===== src/rtl/mem_arbiter.sv =====
// Byte-serial memory bus sequencer shared by instruction fetch and the load/store buffer.
// Each access is split into byte beats; read bytes are assembled little-endian.
module mem_arbiter #(
    parameter int unsigned IF_BYTES = 4,
    parameter logic [1:0]  IO_SEL   = 2'b11
) (
    input  logic        clk,
    input  logic        rst,
    input  logic        rdy,
    input  logic        if_req,
    input  logic [31:0] if_addr,
    output logic        if_done,
    output logic [31:0] if_data,
    input  logic        d_req,
    input  logic        d_we,
    input  logic [1:0]  d_size,
    input  logic [31:0] d_addr,
    input  logic [31:0] d_wdata,
    output logic        d_done,
    output logic [31:0] d_rdata,
    input  logic        flush,
    input  logic        io_buffer_full,
    input  logic [7:0]  mem_din,
    output logic [7:0]  mem_dout,
    output logic [31:0] mem_a,
    output logic        mem_wr
);

    typedef enum logic [1:0] {IDLE, READ, WRITE} state_e;

    state_e      state_q;
    logic        last_data_q;
    logic        src_data_q;
    logic        we_q;
    logic [2:0]  n_q;
    logic [31:0] base_q;
    logic [31:0] wdata_q;
    logic [2:0]  beat_q;
    logic        pend_q;
    logic [1:0]  pidx_q;
    logic [31:0] asm_q;
    logic        if_done_q;
    logic [31:0] if_data_q;
    logic        d_done_q;
    logic [31:0] d_rdata_q;

    logic        idle;
    logic        pick_data;
    logic        grant;
    logic        active;
    logic        cur_we;
    logic [2:0]  cur_n;
    logic [31:0] cur_base;
    logic [31:0] cur_wdata;
    logic [2:0]  cur_beat;
    logic [31:0] beat_addr;
    logic [7:0]  wbyte;
    logic        io_stall;
    logic [31:0] cap_word;

    function automatic logic [2:0] size_bytes(input logic [1:0] sz);
        case (sz)
            2'd0:    return 3'd1;
            2'd1:    return 3'd2;
            default: return 3'd4;
        endcase
    endfunction

    // In IDLE the winning request's operands drive the bus directly so the grant cycle is beat 0.
    always_comb begin
        idle      = (state_q == IDLE);
        pick_data = d_req && (!if_req || !last_data_q);
        grant     = idle && rdy && !flush && !if_done_q && !d_done_q && (if_req || d_req);
        active    = grant || !idle;
        cur_we    = idle ? (pick_data && d_we) : we_q;
        cur_n     = idle ? (pick_data ? size_bytes(d_size) : 3'(IF_BYTES)) : n_q;
        cur_base  = idle ? (pick_data ? d_addr : if_addr) : base_q;
        cur_wdata = idle ? d_wdata : wdata_q;
        cur_beat  = idle ? '0 : beat_q;
        beat_addr = cur_base + {29'd0, cur_beat};
        case (cur_beat[1:0])
            2'd0:    wbyte = cur_wdata[7:0];
            2'd1:    wbyte = cur_wdata[15:8];
            2'd2:    wbyte = cur_wdata[23:16];
            default: wbyte = cur_wdata[31:24];
        endcase
        io_stall = cur_we && (beat_addr[17:16] == IO_SEL) && io_buffer_full;
        mem_a    = active ? beat_addr : '0;
        mem_dout = (active && cur_we) ? wbyte : '0;
        mem_wr   = active && rdy && cur_we && !io_stall;

        cap_word = asm_q;
        case (pidx_q)
            2'd0:    cap_word[7:0]   = mem_din;
            2'd1:    cap_word[15:8]  = mem_din;
            2'd2:    cap_word[23:16] = mem_din;
            default: cap_word[31:24] = mem_din;
        endcase
    end

    always_ff @(posedge clk or posedge rst) begin
        if (rst) begin
            state_q     <= IDLE;
            last_data_q <= 1'b1;
            src_data_q  <= 1'b0;
            we_q        <= 1'b0;
            n_q         <= '0;
            base_q      <= '0;
            wdata_q     <= '0;
            beat_q      <= '0;
            pend_q      <= 1'b0;
            pidx_q      <= '0;
            asm_q       <= '0;
            if_done_q   <= 1'b0;
            if_data_q   <= '0;
            d_done_q    <= 1'b0;
            d_rdata_q   <= '0;
        end else if (rdy) begin
            if_done_q <= 1'b0;
            d_done_q  <= 1'b0;
            case (state_q)
                IDLE: begin
                    if (grant) begin
                        last_data_q <= pick_data;
                        src_data_q  <= pick_data;
                        we_q        <= cur_we;
                        n_q         <= cur_n;
                        base_q      <= cur_base;
                        wdata_q     <= cur_wdata;
                        asm_q       <= '0;
                        if (cur_we) begin
                            if (io_stall) begin
                                beat_q  <= '0;
                                state_q <= WRITE;
                            end else if (cur_n == 3'd1) begin
                                d_done_q <= 1'b1;
                            end else begin
                                beat_q  <= 3'd1;
                                state_q <= WRITE;
                            end
                        end else begin
                            beat_q  <= 3'd1;
                            pend_q  <= 1'b1;
                            pidx_q  <= '0;
                            state_q <= READ;
                        end
                    end
                end
                READ: begin
                    if (flush) begin
                        pend_q  <= 1'b0;
                        state_q <= IDLE;
                    end else begin
                        if (pend_q) asm_q <= cap_word;
                        if (beat_q < n_q) begin
                            pend_q <= 1'b1;
                            pidx_q <= beat_q[1:0];
                            beat_q <= beat_q + 3'd1;
                        end else begin
                            pend_q  <= 1'b0;
                            state_q <= IDLE;
                            if (src_data_q) begin
                                d_done_q  <= 1'b1;
                                d_rdata_q <= cap_word;
                            end else begin
                                if_done_q <= 1'b1;
                                if_data_q <= cap_word;
                            end
                        end
                    end
                end
                WRITE: begin
                    if (!io_stall) begin
                        if (beat_q == n_q - 3'd1) begin
                            d_done_q <= 1'b1;
                            state_q  <= IDLE;
                        end else begin
                            beat_q <= beat_q + 3'd1;
                        end
                    end
                end
                default: state_q <= IDLE;
            endcase
        end else if (state_q == READ && pend_q) begin
            // The byte in flight lands during the pause and is lost; rewind so it is issued again.
            pend_q <= 1'b0;
            beat_q <= {1'b0, pidx_q};
        end
    end

    assign if_done = if_done_q;
    assign if_data = if_data_q;
    assign d_done  = d_done_q;
    assign d_rdata = d_rdata_q;

endmodule


===== config.mk =====
export PLATFORM = sky130hd
export DESIGN_NAME = mem_arbiter
export DESIGN_NICKNAME = d
export VERILOG_FILES = /design/src/rtl/mem_arbiter.sv
export SDC_FILE = /design/constraint.sdc
export NUM_CORES = 1
export LEC_CHECK = 0
export ABC_AREA = 1
export CAP_MARGIN = 20
export CORE_MARGIN = 4
export CORE_UTILIZATION = 30
export CTS_CLUSTER_DIAMETER = 30
export CTS_CLUSTER_SIZE = 25
export DETAILED_ROUTE_END_ITERATION = 10
export SETUP_SLACK_MARGIN = 0.3
export SYNTH_ARGS = -nofsm -noshare
export SYNTH_HDL_FRONTEND = slang
export SYNTH_SLANG_ARGS = --single-unit

===== constraint.sdc =====
create_clock -name clk -period 11.1 [get_ports clk]
set_input_delay 2.22 -clock clk [delete_from_list [all_inputs] [get_ports clk]]
set_output_delay 2.22 -clock clk [all_outputs]
set_load 0.05 [all_outputs]

==> run summary <==
Clock insertion delay at the later pin of the skew report = 430 ps
CP endpoint kind = output port
R2R Path Start = state_q[0]
Peak VDD IR = 0.162 mV
DP Area = 12,500 sq um
Starting Density = 30.6%
GR peak layer = met2
Met2 GRT Util = 26.4%
Ratio of cells with drive above 1 in the final layout = 10.8%
Routed WL = 30,300 um
Drt wl/cell = 15.7 um
Global-route wire length before repair = 48,400 um
Final Hold Viols = 0
Max Fclk = 0.108 GHz
DRC Markers = 0
Port bufs = 220
Vias in the first global route = 8,872
CP Data Required Time = 8880 ps
# Post-CTS Setup Buffers = 0
Post-CTS resize count = 0
Final ANT Viol Nets = 0
Hold Buf Count CTS = 0
Worst hold path type = flip-flop to flip-flop
CTS clk-pin slew, worst paths = 70 ps
GRT Residual Overflow = 0
Width of the chip = 191 um
Hold path start = if_data[27]
Worst clock skew = 10.5 ps
Met3 Usage GRT = 4.66%
CP Launch Type = primary input
Sequential share of the synthesized area = 43.9%
Setup violators final = 0
EDFF count, synth = 0
Synth Cell Area = 10,000 sq um
Setup TNS = 0 ps
Initial antenna violation count = 1
RSZ-0062 raised after global routing = no
Met1 usage = 22.3%
Ports = 221
CTS Sinks = 176
Layout Area Growth over Synthesis = 31.1%
Nets@finish = 1,602
CP max FO = 35
Pleak = 5.98 nW
Post-DP HPWL = 21,700 um
Antenna diode count = 0
Vias = 9,114
Synthesis Warnings = 0
CP Class = primary input to output port
Vias/cell = 4.72
Rel. slew slack = 29.8%
Status = complete, no violations
Fillers = 3,360
Syn Nets = 1,416
Final min period = 9260 ps
Crit path DAT = 7040 ps
Root Buffer = clkbuf_16
CP Launch Point = d_req
Cell count after synthesis = 1,289
Tightest Pin Transition = 1050 ps
Max Cap Viol = 0
Post-synthesis register bit count = 176
Critical path cell sequence = clkdlybuf4s50_1, nand2_8, inv_1, nor2_1, o21ai_0, fa_1, nand2_1, inv_1, nor2_1, nor2_1, nand2_2, nor2_4, nand2_2, nor2_4, nand3_2, inv_2, nand2_2, o21ai_1, nand2_1, a21oi_1, clkdlybuf4s50_1
TritonCTS clock tree = built
Initial DRT Pass Iterations = 5
Cell Pwr Density = 304 nW/um^2
Max-slew violation count = 0
CTS max path bufs = 2
Placer Congestion = 0.891
Cts bufs inserted = 17
CP peak stage delay = 920 ps
Clock H-tree levels = 4
Largest net degree at the start of global routing = 96
Period Utilization, post-route = 83.4%
DIE AREA = 36,400 sq um
Share of flip-flops with an asynchronous set or reset = 100%
Final instance area = 13,200 sq um
Die Ht = 191 um
Initial DRC Count = 624
Total track usage = 16.4%
Syn_area_per_cell = 7.78 sq um
Slowest cell on crit path = clkdlybuf4s50_1
WP buf/inv = 5
# rows = 66
Netlist cell types = 53
Core Region = 32,800 sq um
Synth Flop Type = dfrtp_1
Worst path top cell family by delay = buffers and inverters
worst paths after layout:
check / end / slack, ps / cells after the start
max in group asynchronous: base_q[28] / 7530 / 3
max reg2reg: beat_q[1] / 6510 / 22
min reg2reg: if_data[27] / 480 / 2
min: if_data[27] / 480 / 2
min in group asynchronous: if_data[4] / 2230 / 2
max: mem_a[28] / 1840 / 21
cell families (layout without fill, tap and decap cells):
logic type | Yosys count | count (layout) | synth area share (%)
DFF | 176 | 176 | 43.9
xor gates and xnor gates | 8 | 8 | 0.698
muxes | 40 | 40 | 4.39
adders and majority gates | 13 | 13 | 1.70
AOI/OAI and AO/OA | 241 | 241 | 12.9
buffers and inverters | 200 | 399 | 8.78
and+or+nand+nor | 611 | 611 | 27.6
layout by cell type, fill, tap and decap left out, types with 12 or more instances in the layout:
| master | netlist | routed |
|---|---|---|
| nand3_1 | 88 | 88 |
| mux2_2 | 32 | 32 |
| nand2_2 | 25 | 26 |
| dfrtp_1 | 175 | 175 |
| inv_1 | 129 | 128 |
| nand4_1 | 12 | 12 |
| a21oi_1 | 20 | 20 |
| o21ai_0 | 172 | 172 |
| clkdlybuf4s50_1 | 0 | 220 |
| nor2_1 | 68 | 67 |
| nand2_1 | 361 | 360 |
| o21ai_1 | 18 | 18 |
| clkbuf_16 | 0 | 17 |
state kept, by name (all words and copies together), names as in the netlist, 2 cells and up:
register / count
wdata_q: 32
pidx_q: 2
n_q: 3
beat_q: 3
asm_q: 32
base_q: 32
d_rdata: 32
if_data: 32
state_q: 2
synth_stat cells (all sizes together) (12+ instances only):
library cell	number	area (sq um)
o21ai	194	986
ha	12	150
buf	30	240
nor2	81	357
mux2	32	360
dfrtp	175	4380
nand4	13	87.6
nor3	12	97.6
nand2	388	1540
inv	136	510
clkbuf	33	126
a21oi	20	100
nand3	97	538
through the flow:
stage	std cells	hold slack, ps	setup slack, ps	power (W)	util [%]
finish	1930	481	1840	0.00400	40.1
floorplan	1289	446	3330	0.00270	-
CTS	1928	484	1820	0.00404	39.9
global route	1930	503	1420	0.00429	40.1
global placement	1896	460	1930	0.00339	38.2
detailed placement	1896	464	1830	0.00341	38.2
per-layer routing:
layer  share of wire [%]  up-vias
li1                    -     4562
met1                  45     4249
met2                  46      281
met3                 7.9       20
met4                 1.1        2
met5               0.046        -
worst min-delay path: stages, from the launching register on:
cell and delay, ps:
dfrtp_1 340, nand2_1 50, nand2_1 50
cell type report:
| type | instances | area, sq um | area share [%] |
|---|---|---|---|
| Clock buffer | 17 | 425 | 3.23 |
| Clock inverter | 15 | 160 | 1.22 |
| Inverter | 137 | 519 | 3.95 |
| Multi-Input combinational cell | 913 | 4770 | 36.3 |
| Sequential cell | 176 | 4410 | 33.5 |
| Tap cell | 442 | 553 | 4.21 |
| Timing Repair Buffer | 230 | 2320 | 17.6 |
report_power, final:
part	total, W	switching (W)	internal (W)
Combinational	0.00236	0.00162	0.000737
Clock	0.000603	0.000300	0.000303
Sequential	0.00104	0.000137	0.000900
Total	0.00400	0.00206	0.00194
Power figures use the tool's default switching activity.
==> patch: new RTL, same flow settings <==
Encoding of `state_e`: now one-hot (3 bits for 3 states).
--- a/src/rtl/mem_arbiter.sv
+++ b/src/rtl/mem_arbiter.sv
@@ -26,7 +26,7 @@
     output logic        mem_wr
 );
 
-    typedef enum logic [1:0] {IDLE, READ, WRITE} state_e;
+    typedef enum logic [2:0] {IDLE = 3'b001, READ = 3'b010, WRITE = 3'b100} state_e;
 
     state_e      state_q;
     logic        last_data_q;
Check against the original RTL: no difference found for any inputs over 4 cycles, from zero or initial values and one cycle with rst high; so few cycles prove little.
==> patch against the unedited design <==
Clock skew rose by 2.4 ps. Die area is 0.48% lower. Total power is 2.1% lower. Highest routed layer unchanged. Final area about the same. Critical path type unchanged. Worst setup slack improved by 340 ps. Synthesized cell count is essentially flat. Critical path depth unchanged. Routed wire length up 1.6%. First-iteration DRC count is 4.5% higher. Sequential cell count rose by 1. Via count up 0.12%. Utilization increased by 0.094 points. Sequential power down 8%. Area after synthesis fell by 0.50%.
==> patch: results (changes against the unedited design) <==
[pwr]
ir_drop_uv=217.2  ; +34%

[cts]
insertion_delay_ps=450  ; +20 ps

[detailed_routing]
post_drt_wl_per_cell_um=15.93  ; +1.3%
drt-initial-drc-count=652  ; +4.5%
avgViaCountPerCell=4.713  ; -0.19%

[critical_path]
timing.rr.end=asm_q[19]
critPathArrivalTime_ps=6700  ; -340 ps
crit_end=mem_a[30]
rr_worst_depth=14  ; -36%
worstReg2RegStart=state_q[2]
worstPathMaxFanout=34  ; -2.9%

[synthesis]
synth_area_leaders=dfrtp_1, nand2_1, o21ai_0
synthTopCellsByCount=nand2_1, dfrtp_1, o21ai_0
synth-compound-area-share_pct=10.59  ; -2.3 points
synth_xor_area_share_pct=0.9649  ; +0.27 points
muxShareOfSynthArea_pct=6.617  ; +2.2 points
synthAdderAreaFrac_pct=1.003  ; -0.69 points
synth_cell_types=47  ; -11%
mappedNetlistNets=1412  ; -0.28%
yosysSeqAreaShare_pct=44.39  ; +0.48 points

[placement]
gp_congestion=0.8879  ; -0.35%
hpwlAfterDp_mm=22.18  ; +2.3%
dp_slack_ps=2137  ; +304.7 ps

[global_route]
grt_usage_pct=16.76  ; +0.31 points
grt_pass1_vias=8826  ; -0.52%
grt_pass1_wl_mm=48.53  ; +0.34%
antenna_found_initial=3  ; +2
met2_usage_pct=26.56  ; +0.14 points
grt_max_degree=103  ; +7.3%
use_met1_pct=22.78  ; +0.47 points
use_met3_pct=4.797  ; +0.14 points

[cells_and_area]
stdcell_count=1936  ; +0.31%
nets=1603  ; +0.062%
drive_gt1_share_pct=9.639  ; -1.1 points

[run_status]
status=completed

[sta]
finalClockSkew_ps=12.86  ; +2.393 ps

==> patch: cell count changes in the layout (fill, tap and decap cells not counted), sizes merged, moves of 4 or more <==
cell    change
nor2       +42
o21ai      -37
nand2      -28
nor3       +25
mux2i      +22
a22oi       -8
a221oi      -7
o22ai       +7
nand3       -6
nand4       -5
ha          -4
or2         -4
==> patch: per-stage QoR <==
step	instance area, µm²	hold WS, ps
after floorplan	9985	445.7
after global placement	12550	457.0
after detailed placement	12550	460.4
after CTS	13120	481.6
after global routing	13150	507.5
final	13150	475.7
==> patch: report_power, final <==
part | switching (mW) | internal [mW]
sequential | 0.112 | 0.843
combinational | 1.63 | 0.736
clock | 0.297 | 0.299
==> patch: metal layers <==
layer | vias up | routed length [µm]
li1 | 4553 | -
met1 | 4280 | 13980
met2 | 250 | 14130
met3 | 36 | 2224
met4 | 6 | 462
met5 | - | 45
==> patch: cells by family after synthesis <==
logic type                 count (synthesis)
buffers and inverters                    198
muxes                                     62
adders and majority gates                  8
and+or+nand+nor                          633
xor gates and xnor gates                  11
DFF                                      177
AOI/OAI and AO/OA                        201
==> patch: layout make-up <==
type                    instances  area share [%]
clock buffers                  18           3.264
clock inverters                14           1.104
inverters                     139           4.006
multi-input cells             915           36.19
flip-flops and latches        177           33.70
well taps                     442           4.206
repair buffers                231           17.53
==> patch: how the worst min path moves through the flow <==
stage | slack [ps] | endpoint | from
finish | 480 | if_data[12] | if_data[12]
global route | 510 | wdata_q[31] | wdata_q[31]
CTS | 480 | if_data[12] | if_data[12]
detailed placement | 460 | if_data[31] | if_data[31]
global placement | 460 | if_data[31] | if_data[31]
floorplan | 450 | wdata_q[6] | wdata_q[6]
